`src/rtl/seq_pkg.sv`:
```
// Shared definitions for the register-access sequencer: opcodes, FSM states
// and default widths. Optional macro SEQ_SWAP_EN adds the WR2 state used by SWAP.
package seq_pkg;

  localparam int DEF_DATA_W = 8;
  localparam int DEF_ADDR_W = 3;

  localparam logic [1:0] OP_MOV   = 2'b00;
  localparam logic [1:0] OP_COPY  = 2'b01;
  localparam logic [1:0] OP_SWAP  = 2'b10;
  localparam logic [1:0] OP_CLEAR = 2'b11;

  // Last address written by CLEAR; the counter parks here instead of wrapping
  localparam logic [2:0] CLR_LAST = 3'd7;

  typedef enum logic [2:0] {
    IDLE,
    RD,
    CAP,
    WR1,
    CLR,
    FIN
`ifdef SEQ_SWAP_EN
    , WR2
`endif
  } state_t;

endpackage

```
`src/rtl/reg_access_seq.sv`:
```
// Register-access sequencer: accepts one command at a time and drives an
// external register file (async read, sync write) to perform MOV, COPY, SWAP
// or CLEAR. Every output is registered: the next-output logic looks at the
// next state so outputs line up with the state they belong to.
// Optional macro SEQ_SWAP_EN: when undefined, SWAP is rejected with ERR.
module reg_access_seq
  import seq_pkg::*;
#(
  parameter int DATA_W = DEF_DATA_W,
  parameter int ADDR_W = DEF_ADDR_W
) (
  input  logic              CLK,
  input  logic              RESET,
  input  logic              CMD_VALID,
  output logic              CMD_READY,
  input  logic [1:0]        CMD_OP,
  input  logic [ADDR_W-1:0] CMD_DEST,
  input  logic [ADDR_W-1:0] CMD_SRC,
  input  logic [DATA_W-1:0] CMD_IMM,
  output logic              BUSY,
  output logic              DONE,
  output logic              ERR,
  output logic              WRITE,
  output logic [DATA_W-1:0] WRITEDATA,
  output logic [ADDR_W-1:0] WRITEREG,
  output logic [ADDR_W-1:0] READREG1,
  output logic [ADDR_W-1:0] READREG2,
  input  logic [DATA_W-1:0] REGOUT1,
  input  logic [DATA_W-1:0] REGOUT2
);

  state_t state, state_nxt;

  logic              accept;
  logic [1:0]        op_q, cur_op;
  logic [ADDR_W-1:0] dest_q, src_q, cur_dest, cur_src;
  logic [DATA_W-1:0] imm_q, cur_imm;
  logic [DATA_W-1:0] cap1_q, cap1_val;
`ifdef SEQ_SWAP_EN
  logic [DATA_W-1:0] cap2_q, cap2_val;
`else
  logic              unused_regout2;
`endif
  logic [2:0]        clr_cnt, clr_cnt_nxt;

  logic              ready_nxt, busy_nxt, done_nxt, err_nxt, write_nxt;
  logic [DATA_W-1:0] wdata_nxt;
  logic [ADDR_W-1:0] wreg_nxt, rr1_nxt, rr2_nxt;

  assign accept = CMD_VALID & CMD_READY;

  // On the acceptance edge the latches are not yet loaded, so bypass them
  assign cur_op   = accept ? CMD_OP   : op_q;
  assign cur_dest = accept ? CMD_DEST : dest_q;
  assign cur_src  = accept ? CMD_SRC  : src_q;
  assign cur_imm  = accept ? CMD_IMM  : imm_q;

  // Read data is taken at the end of CAP, giving the register file a full cycle
  assign cap1_val = (state == CAP) ? REGOUT1 : cap1_q;
`ifdef SEQ_SWAP_EN
  assign cap2_val = (state == CAP) ? REGOUT2 : cap2_q;
`else
  assign unused_regout2 = ^REGOUT2;
`endif

  // State, command latches, capture registers and registered outputs
  always_ff @(posedge CLK) begin
    if (RESET) begin
      state     <= IDLE;
      op_q      <= '0;
      dest_q    <= '0;
      src_q     <= '0;
      imm_q     <= '0;
      cap1_q    <= '0;
`ifdef SEQ_SWAP_EN
      cap2_q    <= '0;
`endif
      clr_cnt   <= '0;
      CMD_READY <= 1'b0;
      BUSY      <= 1'b0;
      DONE      <= 1'b0;
      ERR       <= 1'b0;
      WRITE     <= 1'b0;
      WRITEDATA <= '0;
      WRITEREG  <= '0;
      READREG1  <= '0;
      READREG2  <= '0;
    end else begin
      state <= state_nxt;
      if (accept) begin
        op_q   <= CMD_OP;
        dest_q <= CMD_DEST;
        src_q  <= CMD_SRC;
        imm_q  <= CMD_IMM;
      end
      if (state == CAP) begin
        cap1_q <= REGOUT1;
`ifdef SEQ_SWAP_EN
        cap2_q <= REGOUT2;
`endif
      end
      clr_cnt   <= clr_cnt_nxt;
      CMD_READY <= ready_nxt;
      BUSY      <= busy_nxt;
      DONE      <= done_nxt;
      ERR       <= err_nxt;
      WRITE     <= write_nxt;
      WRITEDATA <= wdata_nxt;
      WRITEREG  <= wreg_nxt;
      READREG1  <= rr1_nxt;
      READREG2  <= rr2_nxt;
    end
  end

  // Next-state sequencing per opcode
  always_comb begin
    state_nxt = state;
    case (state)
      IDLE: begin
        if (accept) begin
          case (CMD_OP)
            OP_MOV:  state_nxt = WR1;
            OP_COPY: state_nxt = RD;
`ifdef SEQ_SWAP_EN
            OP_SWAP: state_nxt = RD;
`else
            OP_SWAP: state_nxt = FIN;
`endif
            default: state_nxt = CLR;
          endcase
        end
      end
      RD:  state_nxt = CAP;
      CAP: state_nxt = WR1;
`ifdef SEQ_SWAP_EN
      WR1: state_nxt = (op_q == OP_SWAP) ? WR2 : FIN;
      WR2: state_nxt = FIN;
`else
      WR1: state_nxt = FIN;
`endif
      CLR: state_nxt = (clr_cnt == CLR_LAST) ? FIN : CLR;
      FIN: state_nxt = IDLE;
      default: state_nxt = IDLE;
    endcase
  end

  // Next values of the registered outputs, decoded from the next state
  always_comb begin
    ready_nxt   = (state_nxt == IDLE);
    busy_nxt    = (state_nxt != IDLE);
    done_nxt    = (state_nxt == FIN);
`ifdef SEQ_SWAP_EN
    err_nxt     = 1'b0;
`else
    err_nxt     = (state_nxt == FIN) && (cur_op == OP_SWAP);
`endif
    write_nxt   = 1'b0;
    wdata_nxt   = WRITEDATA;
    wreg_nxt    = WRITEREG;
    rr1_nxt     = READREG1;
    rr2_nxt     = READREG2;
    clr_cnt_nxt = clr_cnt;
    if (accept)
      clr_cnt_nxt = '0;
    else if ((state == CLR) && (clr_cnt != CLR_LAST))
      clr_cnt_nxt = clr_cnt + 3'd1;
    case (state_nxt)
      RD: begin
`ifdef SEQ_SWAP_EN
        if (cur_op == OP_SWAP) begin
          rr1_nxt = cur_dest;
          rr2_nxt = cur_src;
        end else begin
          rr1_nxt = cur_src;
        end
`else
        rr1_nxt = cur_src;
`endif
      end
      WR1: begin
        write_nxt = 1'b1;
        wreg_nxt  = cur_dest;
        if (cur_op == OP_MOV)
          wdata_nxt = cur_imm;
`ifdef SEQ_SWAP_EN
        else if (cur_op == OP_SWAP)
          wdata_nxt = cap2_val;
`endif
        else
          wdata_nxt = cap1_val;
      end
`ifdef SEQ_SWAP_EN
      WR2: begin
        write_nxt = 1'b1;
        wreg_nxt  = src_q;
        wdata_nxt = cap1_q;
      end
`endif
      CLR: begin
        write_nxt = 1'b1;
        wreg_nxt  = ADDR_W'(clr_cnt_nxt);
        wdata_nxt = '0;
      end
      default: ;
    endcase
  end

endmodule

```
`config.mk`:
```
export PLATFORM = sky130hd
export DESIGN_NAME = reg_access_seq
export DESIGN_NICKNAME = d
export VERILOG_FILES = /design/src/rtl/seq_pkg.sv /design/src/rtl/reg_access_seq.sv
export SDC_FILE = /design/constraint.sdc
export NUM_CORES = 1
export LEC_CHECK = 0
export ABC_AREA = 1
export BUFFER_PORTS_ARGS = -buffer_cell sky130_fd_sc_hd__buf_4
export CAP_MARGIN = 20
export CORE_ASPECT_RATIO = 0.6
export CORE_UTILIZATION = 55
export CTS_BUF_LIST = sky130_fd_sc_hd__clkbuf_2 sky130_fd_sc_hd__clkbuf_4 sky130_fd_sc_hd__clkbuf_8
export DETAILED_ROUTE_END_ITERATION = 12
export PLACE_DENSITY_LB_ADDON = 0.05
export SYNTH_ARGS = -nofsm -noshare
export SYNTH_HDL_FRONTEND = slang
export SYNTH_SLANG_ARGS = --single-unit
export TNS_END_PERCENT = 30
```
`constraint.sdc`:
```
create_clock -name CLK -period 1.6 [get_ports CLK]
set_input_delay 0.16 -clock CLK [delete_from_list [all_inputs] [get_ports CLK]]
set_output_delay 0.16 -clock CLK [all_outputs]
set_load 0.02 [all_outputs]
```
==> metrics.md <==
| Metric | Value |
|---|---|
| Status | `finished clean` |
| Worst EP arrival | `1.79 ns` |
| H-tree depth | `2` |
| Final cycle utilization of the critical path | `96.66%` |
| Setup TNS | `0 ns` |
| Port Buffers | `45` |
| HP Class | `primary input to flip-flop` |
| Max_cap viols | `0` |
| DRC viols | `0` |
| Pwr/cell area | `1341 nW/um^2` |
| CTS tree | `built` |
| GRT met2 Usage | `33.07%` |
| Num CTS Buffers | `5` |
| Most Crowded Layer GR | `met2` |
| Gr ovfl total | `0` |
| Die Width | `87.19 um` |
| Pin count of the biggest net entering global routing | `37` |
| Worst-path clk slew | `0.09 ns` |
| Maximum VDD drop | `725.4 uV` |
| CTS max path bufs | `2` |
| FF-to-FF Start | `clr_cnt[0]$_SDFF_PP0_` |
| Drt first pass iters | `4` |
| Post-Syn Instances | `310` |
| R2R cell count | `10` |
| Setup CP Type | `flip-flop to flip-flop` |
| CP Launch Point | `clr_cnt[0]$_SDFF_PP0_` |
| Post-DR wirelength/cell | `11.94 um` |
| DIE AREA | `4630 um^2` |
| Post-Place Setup Slack | `-0.05304 ns` |
| Required time worst endpoint | `1.84 ns` |
| M1 GR Usage | `33.05%` |
| Final WL | `5.087 mm` |
| Tot GR Track Use | `22.64%` |
| Hold Crit Start | `CMD_DEST[0]` |
| Max Freq | `646.6 MHz` |
| Max stage delay on crit path | `0.33 ns` |
| Antenna fix cells | `0` |
| Area growth from synthesis to layout | `26.70%` |
| Max-slew violations | `0` |
| Final min period | `1.547 ns` |
| Worst setup EP type | `flip-flop` |
| Std-Cell Rows | `18` |
| #FFs+latches synth | `49` |
| Synth Area per Inst | `7.725 um^2` |
| Crit-path max FO | `6` |
| I/O pin total | `57` |
| Nets@finish | `402` |
| Worst skew pair latency | `0.31 ns` |
| Hpwl dp | `3.527 mm` |
| Final Hold Vio Count | `0` |
| Die Span Y | `53.11 um` |
| Post-synthesis sequential area ratio | `40.96%` |
| Hold path cells | `3` |
| First-pass GRT wire length | `7.721 mm` |
| Clock Sinks | `49` |
| Mapped Area | `2395 um^2` |
| Post-route setup slack | `0.05342 ns` |
| Initial Utilization | `57.79%` |
| Syn. warnings | `0` |
| CP max stage cell | `dfxtp_2` |
| Cell chain of the critical path | `ha_2, ha_4, nand3_2, nand2_4, inv_2, nand2_4, nand2_8, clkbuf_16, nand3_2, a21oi_2` |
| Final setup violating endpoints | `0` |
| Detail Route Antenna Nets | `0` |
| Leakage | `1.410 nW` |
| Flop2flop setup slack | `0.05 ns` |
| DRT iter0 DRCs | `82` |
| Reg-to-Reg End | `WRITEDATA[6]$_SDFFE_PP0P_` |
| GPL Wtd Cong | `0.7797` |
| Initial antenna violation count | `0` |
| Via-per-instance ratio | `4.707` |
| CORE AREA | `4144 um^2` |
| Hold EP | `dest_q[0]$_SDFF_PP0_` |
| Vias in the first global route | `1652` |
| Setup Skew | `0.007597 ns` |
| Total number of vias | `2005` |
| Layout cells sized above 1 | `37.16%` |
| Grt met3 use | `4.680%` |
| CTS root buf | `clkbuf_8` |
| Post-synth cell types | `31` |
| CP startpoint kind | `flip-flop` |
## registers in the layout, summed over array words and instances, names as in the netlist, 3 cells and up
signal,count
WRITEDATA,8
cap1_q,8
imm_q,8
READREG1,3
WRITEREG,3
clr_cnt,3
dest_q,3
src_q,3
state,3
## area by class of cell
cell class	instances	area (um^2)
fill	366	1110
timing repair buffer	60	493.0
inverter	50	192.7
clock inverter	1	7.507
clock buffer	7	83.83
multi-input combinational	199	1194
sequential	49	988.4
tap	60	75.07
## cells in the mapped netlist (all sizes together)
cell	count	share of area [%]
nor2	35	6.5
nand3	21	7.2
dfxtp	49	41
nand4	5	1.3
nand3b	1	0.47
ha	2	1.0
a21oi	17	5.1
o21ai	11	2.6
buf	9	3.7
conb	1	0.16
clkbuf	5	0.78
nor3	1	0.21
o21a	17	5.3
nand2	74	14
or2	12	3.1
inv	50	7.8
## routing by layer
metal	up-vias	wire (um)
met4	0	41
met1	887	2704
li1	1069	-
met3	5	238
met5	-	0
met2	44	2102
## cell usage in the layout (no fill, tap or decap), types with 2 or more instances in the layout
| cell | count |
|---|---|
| nand2_2 | 2 |
| nor2_4 | 3 |
| nand3_2 | 12 |
| inv_1 | 42 |
| o21ai_1 | 4 |
| nand2_1 | 65 |
| clkbuf_8 | 5 |
| nand2_4 | 6 |
| o21ai_0 | 4 |
| o21ai_2 | 3 |
| clkbuf_4 | 2 |
| dfxtp_1 | 45 |
| o21a_1 | 17 |
| or2_2 | 12 |
| nand3_1 | 7 |
| dfxtp_2 | 3 |
| inv_2 | 6 |
| nor2_1 | 31 |
| nand3_4 | 2 |
| a21oi_1 | 6 |
| conb_1 | 3 |
| buf_12 | 2 |
| buf_4 | 57 |
| inv_4 | 2 |
| a21oi_2 | 11 |
| nand4_1 | 5 |
## stage by stage
| step | instance area (um^2) | power [W] | instances | hold slack (ns) | util (%) |
|---|---|---|---|---|---|
| finish | 3034 | 0.004070 | 426 | 0.1354 | 73.22 |
| CTS | 2912 | 0.003958 | 422 | 0.1325 | 70.26 |
| global route | 3034 | 0.004334 | 426 | 0.1504 | 73.22 |
| detailed placement | 2815 | 0.003205 | 414 | 0.4358 | 67.93 |
| global placement | 2815 | 0.003173 | 414 | 0.4346 | 67.93 |
| floorplan | 2402 | 0.002753 | 312 | 0.3249 | - |
## critical path: cells and delay by family (launching register included)
family                   cells  cell delay [ns]
AND/OR/NAND/NOR              5             0.44
AO/OA/AOI/OAI                1             0.15
buffers and inverters        2             0.22
flip-flops                   1             0.33
adder cells (fa/ha/maj)      2             0.35
## report_power, final
group	switching (W)	total (W)	internal, W
clock network	0.000414	0.000758	0.000344
logic	0.00106	0.00179	0.000729
registers	0.0000927	0.00153	0.00143
total	0.00156	0.00407	0.00251
## kinds of logic (layout without fill, tap and decap cells)
kind of cell	Yosys count	after routing	share of synthesized area, %
compound gates	45	45	13.06
fa+ha+maj	2	2	1.045
buf+inv	64	118	12.33
flops	49	49	40.96
other cells	1	3	0.1566
simple gates	149	149	32.44
## timing repair
item	in CTS	in global routing
cloned	0	1
setup buffers	0	3
gates resized for setup	3	23
setup endpoints to repair	1	14
hold buffers	0	0
pin swaps	0	8
## worst max path at each step
stage,end,slack (ns),depth (start not counted)
2_1_floorplan,WRITEDATA[0]$_SDFFE_PP0P_,0.1,9
3_3_place_gp,WRITEREG[2]$_SDFFE_PP0P_,0.01,10
3_5_place_dp,WRITEREG[2]$_SDFFE_PP0P_,-0.05,10
4_1_cts,WRITEDATA[4]$_SDFFE_PP0P_,0.01,10
5_1_grt,WRITEDATA[6]$_SDFFE_PP0P_,-0.01,10
6_report,WRITEDATA[6]$_SDFFE_PP0P_,0.05,10
No activity file was read; power rests on OpenSTA's default activity.
